`config.mk`:
```
export PLATFORM = sky130hd
export DESIGN_NAME = disp_scan
export DESIGN_NICKNAME = d
export VERILOG_FILES = /design/src/rtl/disp_pkg.sv /design/src/rtl/btn_debounce.sv /design/src/rtl/hex7seg.sv /design/src/rtl/disp_scan.sv
export SDC_FILE = /design/constraint.sdc
export NUM_CORES = 1
export LEC_CHECK = 0
export CAP_MARGIN = 20
export CELL_PAD_IN_SITES_DETAIL_PLACEMENT = 0
export CELL_PAD_IN_SITES_GLOBAL_PLACEMENT = 1
export CORE_ASPECT_RATIO = 0.8
export CORE_MARGIN = 10
export CORE_UTILIZATION = 39
export DETAILED_ROUTE_END_ITERATION = 10
export PLACE_DENSITY = 0.82
export SYNTH_ARGS = -nofsm -noshare
export SYNTH_HDL_FRONTEND = slang
export SYNTH_HIERARCHICAL = 1
export SYNTH_SLANG_ARGS = --single-unit
```
`constraint.sdc`:
```
create_clock -name clk -period 3 [get_ports clk]
set_clock_uncertainty 0.05 [all_clocks]
set_input_delay 0.3 -clock clk [delete_from_list [all_inputs] [get_ports clk]]
set_output_delay 0.3 -clock clk [all_outputs]
set_load 0.05 [all_outputs]
```
`src/rtl/disp_pkg.sv`:
```
`default_nettype none
// ============================================================================
//  Module      : disp_pkg
//  Description : Shared constants for the 8-digit hex display scanner:
//                source-select encodings, digit count and segment glyphs.
//  Revision    : 1.0 - initial release
// ============================================================================
package disp_pkg;

    // Display source encodings carried on the mode input
    localparam logic [1:0] MODE_RF   = 2'd0;
    localparam logic [1:0] MODE_MEM  = 2'd1;
    localparam logic [1:0] MODE_PC   = 2'd2;
    localparam logic [1:0] MODE_INST = 2'd3;

    localparam int NUM_DIGITS = 8;

    // Active-low 7-segment hex glyphs, bit 0 = segment a ... bit 6 = segment g
    localparam logic [6:0] SEG_GLYPH [16] = '{
        7'h40, 7'h79, 7'h24, 7'h30, 7'h19, 7'h12, 7'h02, 7'h78,
        7'h00, 7'h10, 7'h08, 7'h03, 7'h46, 7'h21, 7'h06, 7'h0E
    };

    // Address-indexed sources get a decimal point marker on the rightmost digit
    function automatic logic dp_lit(input logic [1:0] m);
        return (m == MODE_RF) || (m == MODE_MEM);
    endfunction

endpackage : disp_pkg
`default_nettype wire

```
`src/rtl/btn_debounce.sv`:
```
`default_nettype none
// ============================================================================
//  Module      : btn_debounce
//  Description : 2-flop synchroniser plus stability counter for one raw
//                push-button; emits a single-cycle pulse on each debounced
//                press (0->1 of the accepted level).
//  Revision    : 1.0 - initial release
// ============================================================================
module btn_debounce #(
    parameter int DB_CYC = 250000
) (
    input  logic clk,
    input  logic rst,
    input  logic btn_i,
    output logic pulse_o
);

    logic [1:0]  sync_q;
    logic        level_q, level_d;
    logic        pulse_q, pulse_d;
    logic [31:0] cnt_q, cnt_d;

    // A differing sample that has persisted DB_CYC samples becomes the new level
    always_comb begin
        level_d = level_q;
        pulse_d = 1'b0;
        cnt_d   = cnt_q;
        if (sync_q[1] == level_q) begin
            cnt_d = '0;
        end else if (cnt_q == 32'(DB_CYC - 1)) begin
            level_d = sync_q[1];
            pulse_d = sync_q[1];
            cnt_d   = '0;
        end else begin
            cnt_d = cnt_q + 32'd1;
        end
    end

    // Synchroniser and debounce state; reset discards any partial count
    always_ff @(posedge clk) begin
        if (!rst) begin
            sync_q  <= '0;
            level_q <= 1'b0;
            pulse_q <= 1'b0;
            cnt_q   <= '0;
        end else begin
            sync_q  <= {sync_q[0], btn_i};
            level_q <= level_d;
            pulse_q <= pulse_d;
            cnt_q   <= cnt_d;
        end
    end

    assign pulse_o = pulse_q;

endmodule : btn_debounce
`default_nettype wire

```
`src/rtl/hex7seg.sv`:
```
`default_nettype none
// ============================================================================
//  Module      : hex7seg
//  Description : 4-bit hex value to active-low 7-segment glyph lookup.
//  Revision    : 1.0 - initial release
// ============================================================================
module hex7seg
    import disp_pkg::*;
(
    input  logic [3:0] hex_i,
    output logic [6:0] seg_o
);

    // Pure table lookup; no state
    assign seg_o = SEG_GLYPH[hex_i];

endmodule : hex7seg
`default_nettype wire

```
`src/rtl/disp_scan.sv`:
```
`default_nettype none
// ============================================================================
//  Module      : disp_scan
//  Description : 8-digit multiplexed hex display driver. Buttons step a
//                5-bit index used to address the register file / data
//                memory; a per-frame snapshot of the selected source is
//                scanned out one digit per CLK_DIV cycles.
//  Revision    : 1.0 - initial release
// ============================================================================
module disp_scan
    import disp_pkg::*;
#(
    parameter int CLK_DIV = 50000,
    parameter int DB_CYC  = 250000
) (
    input  logic        clk,
    input  logic        rst,
    input  logic [1:0]  mode,
    input  logic        btn_up,
    input  logic        btn_dn,
    output logic [4:0]  rf_addr,
    output logic [31:0] mem_addr,
    input  logic [31:0] rf_data,
    input  logic [31:0] mem_data,
    input  logic [31:0] cpu_pc,
    input  logic [31:0] cpu_inst,
    output logic [7:0]  an,
    output logic [7:0]  seg,
    output logic [4:0]  idx
);

    logic                  w_up_pulse, w_dn_pulse;
    logic [4:0]            idx_q, idx_d;
    logic [31:0]           presc_q, presc_d;
    logic [2:0]            dig_q, dig_d;
    logic [31:0]           snap_q, snap_d;
    logic [1:0]            mode_q, mode_d;
    logic [NUM_DIGITS-1:0] an_q, an_d;
    logic [7:0]            seg_q, seg_d;
    logic                  w_presc_wrap, w_frame_wrap;
    logic [3:0]            w_nibble;
    logic [6:0]            w_glyph;
    logic [31:0]           w_src;

    btn_debounce #(.DB_CYC(DB_CYC)) u_db_up (
        .clk     (clk),
        .rst     (rst),
        .btn_i   (btn_up),
        .pulse_o (w_up_pulse)
    );

    btn_debounce #(.DB_CYC(DB_CYC)) u_db_dn (
        .clk     (clk),
        .rst     (rst),
        .btn_i   (btn_dn),
        .pulse_o (w_dn_pulse)
    );

    hex7seg u_hex (
        .hex_i (w_nibble),
        .seg_o (w_glyph)
    );

    assign w_presc_wrap = (presc_q == 32'(CLK_DIV - 1));
    assign w_frame_wrap = w_presc_wrap && (dig_q == 3'd7);
    assign w_nibble     = snap_q[{dig_q, 2'b00} +: 4];

    // Source mux feeding the snapshot; only sampled at a frame boundary
    always_comb begin
        w_src = rf_data;
        case (mode)
            MODE_RF:   w_src = rf_data;
            MODE_MEM:  w_src = mem_data;
            MODE_PC:   w_src = cpu_pc;
            MODE_INST: w_src = cpu_inst;
            default:   w_src = rf_data;
        endcase
    end

    // Index stepping, prescaler, digit scan and frame-consistent snapshot
    always_comb begin
        idx_d   = idx_q;
        presc_d = presc_q + 32'd1;
        dig_d   = dig_q;
        snap_d  = snap_q;
        mode_d  = mode_q;
        case ({w_up_pulse, w_dn_pulse})
            2'b10:   idx_d = idx_q + 5'd1;
            2'b01:   idx_d = idx_q - 5'd1;
            default: idx_d = idx_q;
        endcase
        if (w_presc_wrap) begin
            presc_d = '0;
            dig_d   = dig_q + 3'd1;
        end
        // Mode is latched with the data so the dp marker matches the frame
        if (w_frame_wrap) begin
            snap_d = w_src;
            mode_d = mode;
        end
        an_d  = ~(NUM_DIGITS'(1) << dig_q);
        seg_d = {~((dig_q == 3'd0) && dp_lit(mode_q)), w_glyph};
    end

    // State and registered display outputs
    always_ff @(posedge clk) begin
        if (!rst) begin
            idx_q   <= '0;
            presc_q <= '0;
            dig_q   <= '0;
            snap_q  <= '0;
            mode_q  <= MODE_RF;
            an_q    <= '1;
            seg_q   <= '1;
        end else begin
            idx_q   <= idx_d;
            presc_q <= presc_d;
            dig_q   <= dig_d;
            snap_q  <= snap_d;
            mode_q  <= mode_d;
            an_q    <= an_d;
            seg_q   <= seg_d;
        end
    end

    assign idx      = idx_q;
    assign rf_addr  = idx_q;
    assign mem_addr = {25'b0, idx_q, 2'b00};
    assign an       = an_q;
    assign seg      = seg_q;

endmodule : disp_scan
`default_nettype wire

```
Word level (Yosys, flattened, before mapping)
Memories as Yosys holds them, arrays and structs flattened. A register that Yosys moved wholly into a read port is not among the register bits.
Cells that the tools add are included.
- output and inout bits: 58
- memories kept: 1
- input port bits: 134
- word-level logic and storage cells: 64
- memory bits (read-only): 112
- flip-flop bits (word level): 162
- memories (memory ; words ; bits a word ; rd ports ; clocked after Yosys merged registers in ; write ports ; line ; source):
    (no name shown) ; 16 ; 7 ; 1 ; 1 ; 0 ; hex7seg.sv:15 ; assign seg_o = SEG_GLYPH[hex_i];
- order comparisons: 1
- muxes and demuxes: 4
- $add $sub $neg: 6
- shifts and indexed selects: 2
- bitwise logic cells: 8
- eq/ne operators: 12
- reductions and logical operators: 15
- operators by type and width (operator ; count):
    $pmux W32 S4 ; 1
    $add A32 B1 Y32 const B ; 3
    $eq A32 B18 Y1 const B ; 2
    $eq A32 B16 Y1 const B ; 1
    $shiftx A32 B6 Y4 ; 1
    $mux W7 ; 2
    $reduce_or A3 Y1 ; 4
    $pmux W5 S2 ; 1
    $not A8 Y8 ; 1
    $shl A1 B3 Y8 const A ; 1
    $eq A2 B1 Y1 const B ; 3
    $eq A2 B2 Y1 const B ; 3
    $not A1 Y1 ; 6
    $add A5 B1 Y5 const B ; 1
    $ge A5 B5 Y1 const B ; 1
    $not A4 Y5 ; 1
    $sub A5 B1 Y5 const B ; 1
    $logic_not A2 Y1 ; 2
    $reduce_and A2 Y1 ; 2
    $add A3 B1 Y3 const B ; 1
    $eq A3 B3 Y1 const B ; 1
    $logic_not A3 Y1 ; 1
    $eq A1 B1 Y1 ; 2
    $logic_and A1 B1 Y1 ; 2
    4 further kinds ; 4

Longest topological paths before layout
Gate-level depths: netlist of the first run.
- word-level depth: 5
- depth in mapped cells: 10
- mapped depth without buffers: 9

Modules after synthesis
The synthesis of the first run kept the hierarchy.
- modules (own cells, without submodules) (module ; cells an instance ; instances ; area each (um^2) ; sequential area each (um^2)):
    disp_scan ; 527 ; 1 ; 5097.4 ; 1781.7
    btn_debounce (u_db_dn) ; 192 ; 1 ; 1714.1 ; 720.7
    btn_debounce (u_db_up) ; 187 ; 1 ; 1654.1 ; 720.7
    hex7seg ; 35 ; 1 ; 247.7 ; 0.0

Worst setup path after synthesis of the first run
No wires, ideal clock.
- path type: flip-flop to flip-flop
- start point: register dig_q[0]
- end point: register seg_q[3], in the netlist seg[3]
- required time: 2.824 ns
- stages on the path, launching flop included: 10
- path slack: 0.497 ns
- arrival: 2.326 ns
- library setup time: 0.126 ns
- cells stage by stage: dfxtp_1 clkbuf_1 mux4_2 nand2_1 nand2_1 ha_1 or2_2 a21oi_1 a31oi_1 nand2b_1
- word-level cells in the longest chain between the ends: 2
- RTL lines (element ; line ; source):
    start, declared ; disp_scan.sv:35 ; logic [2:0] dig_q, dig_d;
    start signal, assigned ; disp_scan.sv:118 ; dig_q <= dig_d;
    $shiftx A32 B6 Y4 ; disp_scan.sv:66 ; assign w_nibble = snap_q[{dig_q, 2'b00} +: 4];
    named net w_nibble[0] ; disp_scan.sv:41 ; logic [3:0] w_nibble;
    $not A4 Y5 (implied by the code) ; hex7seg.sv:15 ;
    end, declared ; disp_scan.sv:39 ; logic [7:0] seg_q, seg_d;
The timed path passes the listed nets, and every way through them passes these cells.
A chain may end at the register's enable or synchronous reset.

Worst setup path in the final report of the first run
Same ends and word-level chain as after synthesis.

==> flow_summary.ini, run 1 <==
[status]
outcome = completed

[timing]
finalHoldViolCount = 0
finalWorstSetupSlack_ns = 0.574
slew-limit-headroom = 0.570
setup_viol = 0
setup-tns-final_ns = 0
fin_crit_ns = 2.43
rsz0062_at_grt = no
worstMarginPinSlew_ns = 0.640
finalMaxSlewViolations = 0
max_freq_ghz = 0.412
post-route-period-util = 0.809

[synth]
async_flop_share = 0
synth.yosys.seq_area_share = 0.370
synth_top_cell_area_share = 0.370
synth_ff_type = dfxtp_1
ys_types = 58
synth_edf_count = 0
yosys.area.top_type = dfxtp_1
syn_area_sq_mm = 0.00871
synthCells = 941
synth_warnings = 6
ys_ff_latch = 161
synth_area_leaders = dfxtp_1 (37%), mux4_2 (10%), nand2_1 (5.5%)
synth.avg_cell_area_sq_um = 9.26

[global_routing]
antenna_found_initial = 0
grt_max_degree = 55
grt_pass1_wl_microns = 36300
track_usage = 0.153
grt_overflow = 0
grt_pass1_vias = 7028

[die]
fp.dieW_microns = 187
rows = 48
die_area_sq_mm = 0.0288
start_util = 0.400
coreArea_sq_mm = 0.0218
die_y_microns = 154
io_pins = 192

[cts]
cts_made_buffers = 17
numClockSinks = 161
clk_latency_ns = 0.43
h-tree-depth = 4
ctsLongestPathBuffers = 2
cts_resized = 0
cts_tree = built
clk_pin_slew_worst_paths_ns = 0.07
cts_post_setup_buffers_inserted = 0
root_buffer = clkbuf_16
cts_hold_buf = 0

[setup_path]
crit_path_end_kind = register
cp_slowest_cell = dfxtp_1
crit_chain = mux4_2 -> nand2_1 -> nand2_1 -> ha_1 -> or2_2 -> a21oi_1 -> a31oi_1 -> nand2b_1
r2r-end = seg[3]
r2r-start = dig_q[0]
regToRegSetupSlack_ns = 0.57
cp.required_ns = 3.26
critPathTopFamily = simple AND/OR/NAND/NOR gates
slowest_delay_ns = 0.60
worst_path_most_repeated_cell = nand2_1
r2r_cells = 8
crit_buf_inv = 0
critPathMaxFanout = 8
cp-start-kind = register
crit_type = reg2reg
critPathArrivalTime_ns = 2.69

[finish]
diodes = 0
syn_to_final_growth_pct = 25.9
nNetsFinal = 1228
multi_input_area_sq_mm = 0.00500
ff_latch_area_sq_mm = 0.00322
layout-drive-gt1-share = 0.107
n_fill_cell = 2054

[job]
maxCapViolations = 0

[pwr]
fin_total_pwr_uw = 4770
ir_worst_vdd_mv = 0.422
cellPowerDensity_mw_per_mm2 = 435
power.leakage_uw = 0.00397

[place]
place_ws_ns = 0.569
numPortBuffers = 164
gp_congestion = 0.834
dp_hpwl_microns = 17500

[route]
drc = 0
wl_per_cell_microns = 16.2
drtIter0Drc = 394
drtAntennaViolNets = 0
drtPass1Iterations = 5
via_per_inst = 5.16
routed_wirelength_microns = 22500
num_vias = 7154

[min_path]
min_path_type = in2reg
hold_depth = 2
min_to = seg[6]
min-delay-start = rst
[power by group]
group | total [uW] | internal [uW] | leakage [uW] | switching, uW
Clock | 2150 | 1190 | 0.000292 | 957
Sequential | 2160 | 2150 | 0.00130 | 6.60
Combinational | 459 | 247 | 0.00238 | 212
[Yosys cell counts (20+ instances only)]
library cell  count
o31ai_1          24
a21oi_1          43
xnor2_1          24
nand4_1          27
nand2_1         128
nor2_1           69
ha_1             20
mux2i_1          36
clkbuf_1         26
dfxtp_1         161
xor2_1           37
nand3_1          49
mux4_2           40
buf_4            38
or4_1            26
[cells in the final DEF (no fill, tap or decap), types with 7 or more instances in the layout]
cell type,n
nand4_1,27
mux2i_1,36
inv_1,17
clkdlybuf4s50_1,162
nor3_1,7
o21ai_0,17
nor2_1,69
xor2_1,37
and3_1,14
nand3_1,48
and4_1,14
nand2_1,128
clkbuf_16,17
conb_1,27
ha_1,20
or4_1,26
nor4_1,18
buf_4,13
nand2b_1,9
a21oi_1,43
dfxtp_1,161
or3_1,11
and2_1,7
xnor2_1,24
o31ai_1,24
mux4_2,40
[registers in the layout, summed over array words and instances (netlist names)]
name and cells:
presc_q 32, snap_q 32, u_db_dn/cnt_q 32, u_db_up/cnt_q 32
an 8, seg 8, idx 5, dig_q 3
u_db_dn/sync_q 2, u_db_up/sync_q 2, mode_q 1, u_db_dn/level_q 1
u_db_dn/pulse_o 1, u_db_up/level_q 1, u_db_up/pulse_o 1
[final cells by class]
type,count,share of cell area
flip-flops and latches,161,0.294
clock buffers,18,0.0400
repair buffers,176,0.157
well taps,300,0.0342
inverters,17,0.00582
clock inverters,14,0.0131
multi-input cells,701,0.456
[worst max path at each step]
| stage | from | to | cells past startpoint |
|---|---|---|---|
| global placement | dig_q[0] | seg[3] | 8 |
| floorplan | dig_q[0] | seg[3] | 9 |
| global route | dig_q[0] | seg[0] | 8 |
| finish | dig_q[0] | seg[3] | 8 |
| detailed placement | dig_q[0] | seg[3] | 8 |
| CTS | dig_q[0] | seg[3] | 8 |
[worst reg2reg max path: cells and delay by family (launching register included)]
kind,cells,cell delay [ns]
muxes,1,0.56
AOI/OAI and AO/OA,2,0.18
adders and majority gates,1,0.25
DFF,1,0.60
and+or+nand+nor,4,0.66
[per-layer routing]
metal	track usage	wire, microns
met4	0.0537	494
met2	0.251	10500
met1	0.179	9810
met5	0	0
met3	0.0576	1660
[cells by family after synthesis]
kind of cell / share of synthesized area
xor+xnor: 0.0613
compound gates: 0.0711
buf+inv: 0.0691
flops: 0.370
other cells: 0.000430
simple gates: 0.253
fa+ha+maj: 0.0287
mux: 0.146
[per-stage QoR]
stage	util	hold WS, ns	cells	cell area [sq um]
4_1_cts	0.503	0.229	1387	11000
3_5_place_dp	0.476	0.381	1355	10400
2_1_floorplan	-	0.362	967	8810
6_report	0.503	0.237	1387	11000
5_1_grt	0.503	0.258	1387	11000
3_3_place_gp	0.476	0.374	1355	10400
Power figures use the tool's default switching activity.
==> run 2: changes to the inputs <==
CORE_UTILIZATION = 35   (was 39)
PLACE_DENSITY = 0.78   (was 0.82)
clock period = 2.1 ns   (was 3 ns; I/O delays follow)
==> run 2 against run 1 <==
Compared with the run above:
- sequential share of layout area down 0.88 points
- sequential cell count unchanged
- non-clock buffer count up 30
- worst setup slack worse by 0.50 ns
- critical path type is now reg2out
- critical endpoint is now mem_addr[2]
- largest cell class unchanged
- largest power group unchanged
==> flow_summary.ini, run 2 (synthesized netlist as in run 1, its figures left out) <==
[status]
outcome = completed

[timing]
finalHoldViolCount = 0
worstMarginPinSlew_ns = 0.549
setup_viol = 0
finalMaxSlewViolations = 0
max_freq_ghz = 0.494
whs_ns = 0.0333
slew-limit-headroom = 0.633
post-route-period-util = 0.965
fin_crit_ns = 2.03
setup-tns-final_ns = 0

[die]
coreArea_sq_mm = 0.0244
die_y_microns = 161
io_pins = 192
start_util = 0.357
fp.dieW_microns = 196
die_area_sq_mm = 0.0316
rows = 51

[min_path]
min-delay-start = rst
min_to = an[4]
hold_depth = 2
min_path_type = in2reg

[pwr]
cellPowerDensity_mw_per_mm2 = 587
fin_total_pwr_uw = 6650
ir_worst_vdd_mv = 0.559
power.leakage_uw = 0.00417

[cts]
clk_pin_slew_worst_paths_ns = 0.06
cts_hold_buf = 0
cts_tree = built
h-tree-depth = 4
clk_latency_ns = 0.42
cts_post_setup_buffers_inserted = 0
numClockSinks = 161
root_buffer = clkbuf_16
cts_made_buffers = 17
ctsLongestPathBuffers = 2

[setup_path]
crit_path_end_kind = output port
cp.required_ns = 1.84
critPathMaxFanout = 6
cp_slowest_cell = clkdlybuf4s50_1
critPathArrivalTime_ns = 1.77
crit_chain = clkdlybuf4s50_1
critPathTopFamily = buffers and inverters
regToRegSetupSlack_ns = 0.10
r2r-end = seg[5]
cp-start-kind = register
r2r-start = dig_q[0]
crit_type = reg2out
r2r_cells = 10
crit_buf_inv = 1
slowest_delay_ns = 0.87

[global_routing]
grt_overflow = 0
grt_max_degree = 86
track_usage = 0.144
antenna_found_initial = 0
grt_pass1_vias = 7176
grt_pass1_wl_microns = 37700

[finish]
layout-drive-gt1-share = 0.143
syn_to_final_growth_pct = 30.0
fin_cells = 1433
nNetsFinal = 1258
layout_common_cells = dfxtp_1 (159), clkdlybuf4s50_1 (155), nand2_1 (118)
diodes = 0
final_common_cell = dfxtp_1

[place]
dp_hpwl_microns = 17900
dp.cells = 1403
numPortBuffers = 164
gp_congestion = 0.816

[route]
num_vias = 7243
drc = 0
wl_per_cell_microns = 16.1
drtPass1Iterations = 5
drtAntennaViolNets = 0
drtIter0Drc = 397
via_per_inst = 5.05
routed_wirelength_microns = 23100

[job]
maxCapViolations = 0
[run 2: cell types whose count changed in the layout (fill, tap and decap cells not counted), sizes merged]
cell           change
clkbuf             +3
inv                -7
buf               +30
dlygate4sd2        +6
dlymetal6s2s       +1
clkdlybuf4s50      -7
clkinvlp           +5
clkinv             -3
[run 2: layout make-up]
type | instances | area, sq um
clock inverters | 9 | 86.3
fillers | 2312 | 13100
clock buffers | 21 | 450
multi-input cells | 701 | 5050
flip-flops and latches | 161 | 3230
inverters | 17 | 63.8
well taps | 318 | 398
repair buffers | 206 | 2040
[run 2: timing repair]
action | CTS | global route
setup endpoints to repair | 11 | 8
pin swaps | 0 | 6
resized for setup | 7 | 26
[run 2: per-stage QoR]
stage	util	area [sq um]	setup WS (ns)
detailed placement	0.439	10700	-0.0278
floorplan	-	8820	0.00576
CTS	0.461	11300	0.00602
global placement	0.439	10700	0.0257
global route	0.463	11300	-0.0111
finish	0.463	11300	0.0740
[run 2: worst max path at each step]
stage / from / endpoint / slack [ns] / depth (start not counted)
floorplan: dig_q[0] / seg[3] / 0.006 / 9
global placement: dig_q[0] / seg[3] / 0.03 / 8
detailed placement: dig_q[0] / seg[6] / -0.03 / 9
CTS: dig_q[0] / seg[3] / 0.006 / 10
global route: dig_q[0] / seg[4] / -0.01 / 10
finish: idx[0] / mem_addr[2] / 0.07 / 1
[run 2: layer usage]
layer / vias up / part of all wire / global-route usage
met5: - / 0 / 0
met4: 0 / 0.0052 / 0.0291
met3: 11 / 0.073 / 0.0532
met2: 187 / 0.48 / 0.238
met1: 3381 / 0.44 / 0.175
li1: 3664 / - / -
[run 2: power breakdown]
group	internal [uW]	total (uW)	switching, uW
logic	364	670	306
clock network	1650	2900	1250
registers	3070	3080	9.21
